<file path="src/rtl/apb_cmd_master.sv">
// APB initiator: turns single-beat register commands into APB transfers and returns
// read data / timeout status on a valid-ready response channel.
module apb_cmd_master #(
    parameter int unsigned AWIDTH  = 10,
    parameter int unsigned DWIDTH  = 32,
    parameter int unsigned TIMEOUT = 255
) (
    input  logic              PCLK,
    input  logic              PRESET_N,
    input  logic              req_valid,
    output logic              req_ready,
    input  logic              req_write,
    input  logic [AWIDTH-1:0] req_addr,
    input  logic [DWIDTH-1:0] req_wdata,
    output logic              rsp_valid,
    input  logic              rsp_ready,
    output logic [DWIDTH-1:0] rsp_rdata,
    output logic              rsp_err,
    output logic              busy,
    output logic [7:0]        to_count,
    output logic              PSEL,
    output logic              PENABLE,
    output logic              PWRITE,
    output logic [AWIDTH-1:0] PADDR,
    output logic [DWIDTH-1:0] PWDATA,
    input  logic [DWIDTH-1:0] PRDATA,
    input  logic              PREADY
);

    typedef enum logic [1:0] {StIdle, StSetup, StAccess, StResp} state_e;

    // Last wait-counter value before the abort fires; unused when TIMEOUT is 0.
    localparam logic [15:0] WaitLimit = (TIMEOUT == 0) ? 16'd0 : 16'(TIMEOUT - 1);

    state_e              state_q, state_d;
    logic                psel_q, psel_d;
    logic                penable_q, penable_d;
    logic                pwrite_q, pwrite_d;
    logic [AWIDTH-1:0]   paddr_q, paddr_d;
    logic [DWIDTH-1:0]   pwdata_q, pwdata_d;
    logic                rsp_valid_q, rsp_valid_d;
    logic [DWIDTH-1:0]   rsp_rdata_q, rsp_rdata_d;
    logic                rsp_err_q, rsp_err_d;
    logic [7:0]          to_count_q, to_count_d;
    logic [15:0]         wait_cnt_q, wait_cnt_d;

    always_ff @(posedge PCLK or negedge PRESET_N) begin
        if (!PRESET_N) begin
            state_q     <= StIdle;
            psel_q      <= 1'b0;
            penable_q   <= 1'b0;
            pwrite_q    <= 1'b0;
            paddr_q     <= '0;
            pwdata_q    <= '0;
            rsp_valid_q <= 1'b0;
            rsp_rdata_q <= '0;
            rsp_err_q   <= 1'b0;
            to_count_q  <= 8'd0;
            wait_cnt_q  <= 16'd0;
        end else begin
            state_q     <= state_d;
            psel_q      <= psel_d;
            penable_q   <= penable_d;
            pwrite_q    <= pwrite_d;
            paddr_q     <= paddr_d;
            pwdata_q    <= pwdata_d;
            rsp_valid_q <= rsp_valid_d;
            rsp_rdata_q <= rsp_rdata_d;
            rsp_err_q   <= rsp_err_d;
            to_count_q  <= to_count_d;
            wait_cnt_q  <= wait_cnt_d;
        end
    end

    always_comb begin
        state_d     = state_q;
        psel_d      = psel_q;
        penable_d   = penable_q;
        pwrite_d    = pwrite_q;
        paddr_d     = paddr_q;
        pwdata_d    = pwdata_q;
        rsp_valid_d = rsp_valid_q;
        rsp_rdata_d = rsp_rdata_q;
        rsp_err_d   = rsp_err_q;
        to_count_d  = to_count_q;
        wait_cnt_d  = wait_cnt_q;

        unique case (state_q)
            StIdle: begin
                if (req_valid) begin
                    paddr_d  = req_addr;
                    pwrite_d = req_write;
                    if (req_write) begin
                        pwdata_d = req_wdata;
                    end
                    psel_d  = 1'b1;
                    state_d = StSetup;
                end
            end
            StSetup: begin
                penable_d  = 1'b1;
                wait_cnt_d = 16'd0;
                state_d    = StAccess;
            end
            StAccess: begin
                // A ready slave on the limit cycle still counts as success.
                if (PREADY) begin
                    rsp_rdata_d = pwrite_q ? '0 : PRDATA;
                    rsp_err_d   = 1'b0;
                    rsp_valid_d = 1'b1;
                    psel_d      = 1'b0;
                    penable_d   = 1'b0;
                    state_d     = StResp;
                end else if (TIMEOUT != 0 && wait_cnt_q == WaitLimit) begin
                    rsp_rdata_d = '0;
                    rsp_err_d   = 1'b1;
                    rsp_valid_d = 1'b1;
                    psel_d      = 1'b0;
                    penable_d   = 1'b0;
                    if (to_count_q != 8'hFF) begin
                        to_count_d = to_count_q + 8'd1;
                    end
                    state_d = StResp;
                end else begin
                    wait_cnt_d = wait_cnt_q + 16'd1;
                end
            end
            StResp: begin
                if (rsp_ready) begin
                    rsp_valid_d = 1'b0;
                    state_d     = StIdle;
                end
            end
            default: state_d = StIdle;
        endcase
    end

    assign req_ready = (state_q == StIdle);
    assign busy      = (state_q != StIdle);
    assign PSEL      = psel_q;
    assign PENABLE   = penable_q;
    assign PWRITE    = pwrite_q;
    assign PADDR     = paddr_q;
    assign PWDATA    = pwdata_q;
    assign rsp_valid = rsp_valid_q;
    assign rsp_rdata = rsp_rdata_q;
    assign rsp_err   = rsp_err_q;
    assign to_count  = to_count_q;

endmodule

</file>
<file path="config.mk">
export PLATFORM = sky130hd
export DESIGN_NAME = apb_cmd_master
export DESIGN_NICKNAME = d
export VERILOG_FILES = /design/src/rtl/apb_cmd_master.sv
export SDC_FILE = /design/constraint.sdc
export NUM_CORES = 1
export LEC_CHECK = 0
export ABC_AREA = 1
export CAP_MARGIN = 30
export CORE_MARGIN = 10
export CORE_UTILIZATION = 46
export CTS_CLUSTER_DIAMETER = 40
export DETAILED_ROUTE_END_ITERATION = 6
export PLACE_DENSITY = 0.83
export SLEW_MARGIN = 10
export SYNTH_ARGS = -nofsm -noshare
export SYNTH_HDL_FRONTEND = slang
export SYNTH_SLANG_ARGS = --single-unit
export TNS_END_PERCENT = 20
</file>
<file path="constraint.sdc">
create_clock -name PCLK -period 2 [get_ports PCLK]
set_input_delay 0.2 -clock PCLK [delete_from_list [all_inputs] [get_ports PCLK]]
set_output_delay 0.2 -clock PCLK [all_outputs]
set_load 0.005 [all_outputs]
</file>
==> reports/metrics.csv <==
metric,value,unit
CTS tree,yes,
post-route setup slack,0.134,ns
total global-route track usage,0.197,
FMAX,0.536,GHz
Util after Layout,0.671,
CP Launch Type,flip-flop,
Syn-to-layout area delta,42.3,%
MaxCap Viol Count,0,
Setup Viol. Count Final,0,
# fillers,810,
DP Worst Slack,0.0662,ns
Die W,123,um
CTS root buffer,clkbuf_8,
Final TNS setup,0,ns
Wirelength per Cell,17.4,um
"Reg clk slew, reported paths",0.11,ns
RR Endpoint,wait_cnt_q[6],
register bit total from synthesis,105,
hpwl dp,11500,um
Pre-antenna DRT Iters,5,
clk buf depth,2,
Least-Margin Pin Slew,0.466,ns
Worst EP arrival,1.67,ns
Ys Warns,0,
clock period minus final worst setup slack,1.87,ns
H-tree levels,3,
Clock Sinks,105,
hold slack,0.319,ns
cell family with most CP delay,buffers and inverters,
initial antenna violation count,0,
pwr/cell area,1200,nW/um^2
Final ANT Viol Nets,0,
standard-cell rows,37,
fin crit share,0.933,
Top Ports,169,
RSZ-0062 raised after global routing,no,
placed inst area,6720,sq um
number of global-route vias before repair,4604,
Via-to-Cell Ratio,5.14,
GRT overflow,0,
pin count of the biggest net entering global routing,54,
R2R Path Start,wait_cnt_q[0],
length in cells of the worst reg-to-reg path,9,
CP dominant cell by count,inv_1,
Syn Nets,619,
Worst path slowest cell,clkdlybuf4s50_1,
gate count after technology mapping,533,
post-CTS setup buffers,0,
status,completed,
GPL Wtd Cong,0.906,
Layout Skew,0.0156,ns
DRT iter0 DRCs,313,
Final #Nets,786,
Skew-Pair Late Insertion Delay,0.37,ns
Slew Limit Fails,0,
vias post-DR,4323,
Worst Path Max Fanout,4,
critical path endpoint category,primary output,
DRC Markers,0,
CP required,1.80,ns
Peak VDD IR,0.727,mV
crit path kind,flip-flop to primary output,
initial core utilization,0.471,
Pleak,3.27,nW
Inserted Clock Buffers,9,
antenna cell count,0,
R2R setup slack,0.20,ns
Synth cell types,30,
post-route cell area,6920,sq um
Die H,123,um
Routed WL,14600,um
Die Area,15100,sq um
Buf/Inv on CP,3,
relative slew slack,0.689,
CP max stage delay,0.51,ns
min-delay worst type,input port to async pin,
port bufs,168,
core box area,10300,sq um
register area share after synthesis,0.540,
Post-Syn Area per Cell,9.13,sq um
crit path cell chain,inv_1 -> ha_1 -> inv_1 -> clkdlybuf4s50_1,
"Cell Area, Synth",4870,sq um
Final Hold Viols,0,
first-pass GRT wire length,23700,um
share of layout cells above drive strength 1,0.106,
## layout make-up
| type | instances | area, sq um | area share |
|---|---|---|---|
| Sequential cell | 105 | 2630 | 0.380 |
| Multi-Input combinational cell | 370 | 2000 | 0.289 |
| Timing Repair Buffer | 181 | 1820 | 0.262 |
| Tap cell | 136 | 170 | 0.0246 |
| Clock buffer | 11 | 141 | 0.0204 |
| Inverter | 33 | 124 | 0.0179 |
| Clock inverter | 5 | 45.0 | 0.00651 |
## sequential cells by signal (all words and copies together) (netlist names), 2 cells and up
name,flops
rsp_rdata,32
PADDR,10
to_count,8
state_q,2
PWDATA,32
wait_cnt_q,16
## cell families after synthesis
logic type,synth area share
buf+inv,0.0519
mux,0.0741
fa+ha+maj,0.0154
simple gates,0.275
compound gates,0.0219
xor+xnor,0.0216
flops,0.540
## where the power goes
part / internal (mW) / switching, mW / leakage (nW) / total [mW]
clock: 0.511 / 0.749 / 0.0929 / 1.26
sequential: 2.89 / 0.447 / 1.34 / 3.33
combinational: 2.11 / 1.62 / 1.83 / 3.73
total: 5.51 / 2.81 / 3.27 / 8.32
## cells in the final DEF (no fill, tap or decap), drive strengths merged, types with 5 or more instances in the layout
cell type and instances:
clkdlybuf4s50 167, nand2 157, dfrtp 105, nand3 94, inv 37, mux2 32, nor2 32, o21ai 14
buf 13, clkbuf 11, nand4 8, xor2 8, ha 6, nand3b 5
## metal layers
layer  vias to the layer above  part of all wire  global-route usage
met4                         0             0.025              0.0685
li1                       2062                 -                   -
met1                      2072              0.35               0.213
met5                         -                 0                   0
met2                       159              0.51               0.332
met3                        30              0.11              0.0946
## synthesized netlist by cell type
cell,count,area share
a21boi_0,1,0.0015
a31oi_1,1,0.0013
buf_2,7,0.0072
buf_4,3,0.0046
buf_6,2,0.0046
clkbuf_1,13,0.010
dfrtp_1,105,0.54
ha_1,6,0.015
inv_1,30,0.023
inv_2,3,0.0023
mux2_2,32,0.074
nand2_1,155,0.12
nand2_2,2,0.0026
nand2b_1,1,0.0013
nand3_1,92,0.095
nand3_2,1,0.0021
nand3_4,1,0.0036
nand3b_1,5,0.0077
nand4_1,8,0.010
nor2_1,29,0.022
nor2_2,1,0.0013
nor2_4,2,0.0046
o211ai_1,1,0.0015
o21ai_0,5,0.0051
o21ai_1,9,0.0093
o21bai_1,2,0.0031
or2_1,1,0.0013
or2_2,3,0.0039
xnor2_1,4,0.0072
xor2_1,8,0.014
## stage by stage
stage | total power [mW] | std cells
2_1_floorplan | 4.80 | 533
3_5_place_dp | 7.14 | 824
3_3_place_gp | 6.97 | 824
4_1_cts | 8.43 | 841
6_report | 8.32 | 841
5_1_grt | 8.95 | 841
## how the worst max path moves through the flow
stage                   from            end  slack (ns)  cells past startpoint
5_1_grt           state_q[0]           busy        0.03                      4
3_5_place_dp   wait_cnt_q[0]  wait_cnt_q[6]        0.07                      9
2_1_floorplan     state_q[0]     PWDATA[10]        0.37                      7
6_report          state_q[0]           busy        0.13                      4
4_1_cts        wait_cnt_q[0]  wait_cnt_q[6]        0.06                      9
3_3_place_gp   wait_cnt_q[0]  wait_cnt_q[5]        0.16                      9
## timing repair
item                                    in CTS  in global routing
endpoints found under the setup margin       0                 17
hold endpoints to repair                    31                  0
hold buffers                                 1                  0
resized for setup                            0                  2
Note: power is estimated with default switching activity, not from simulation.
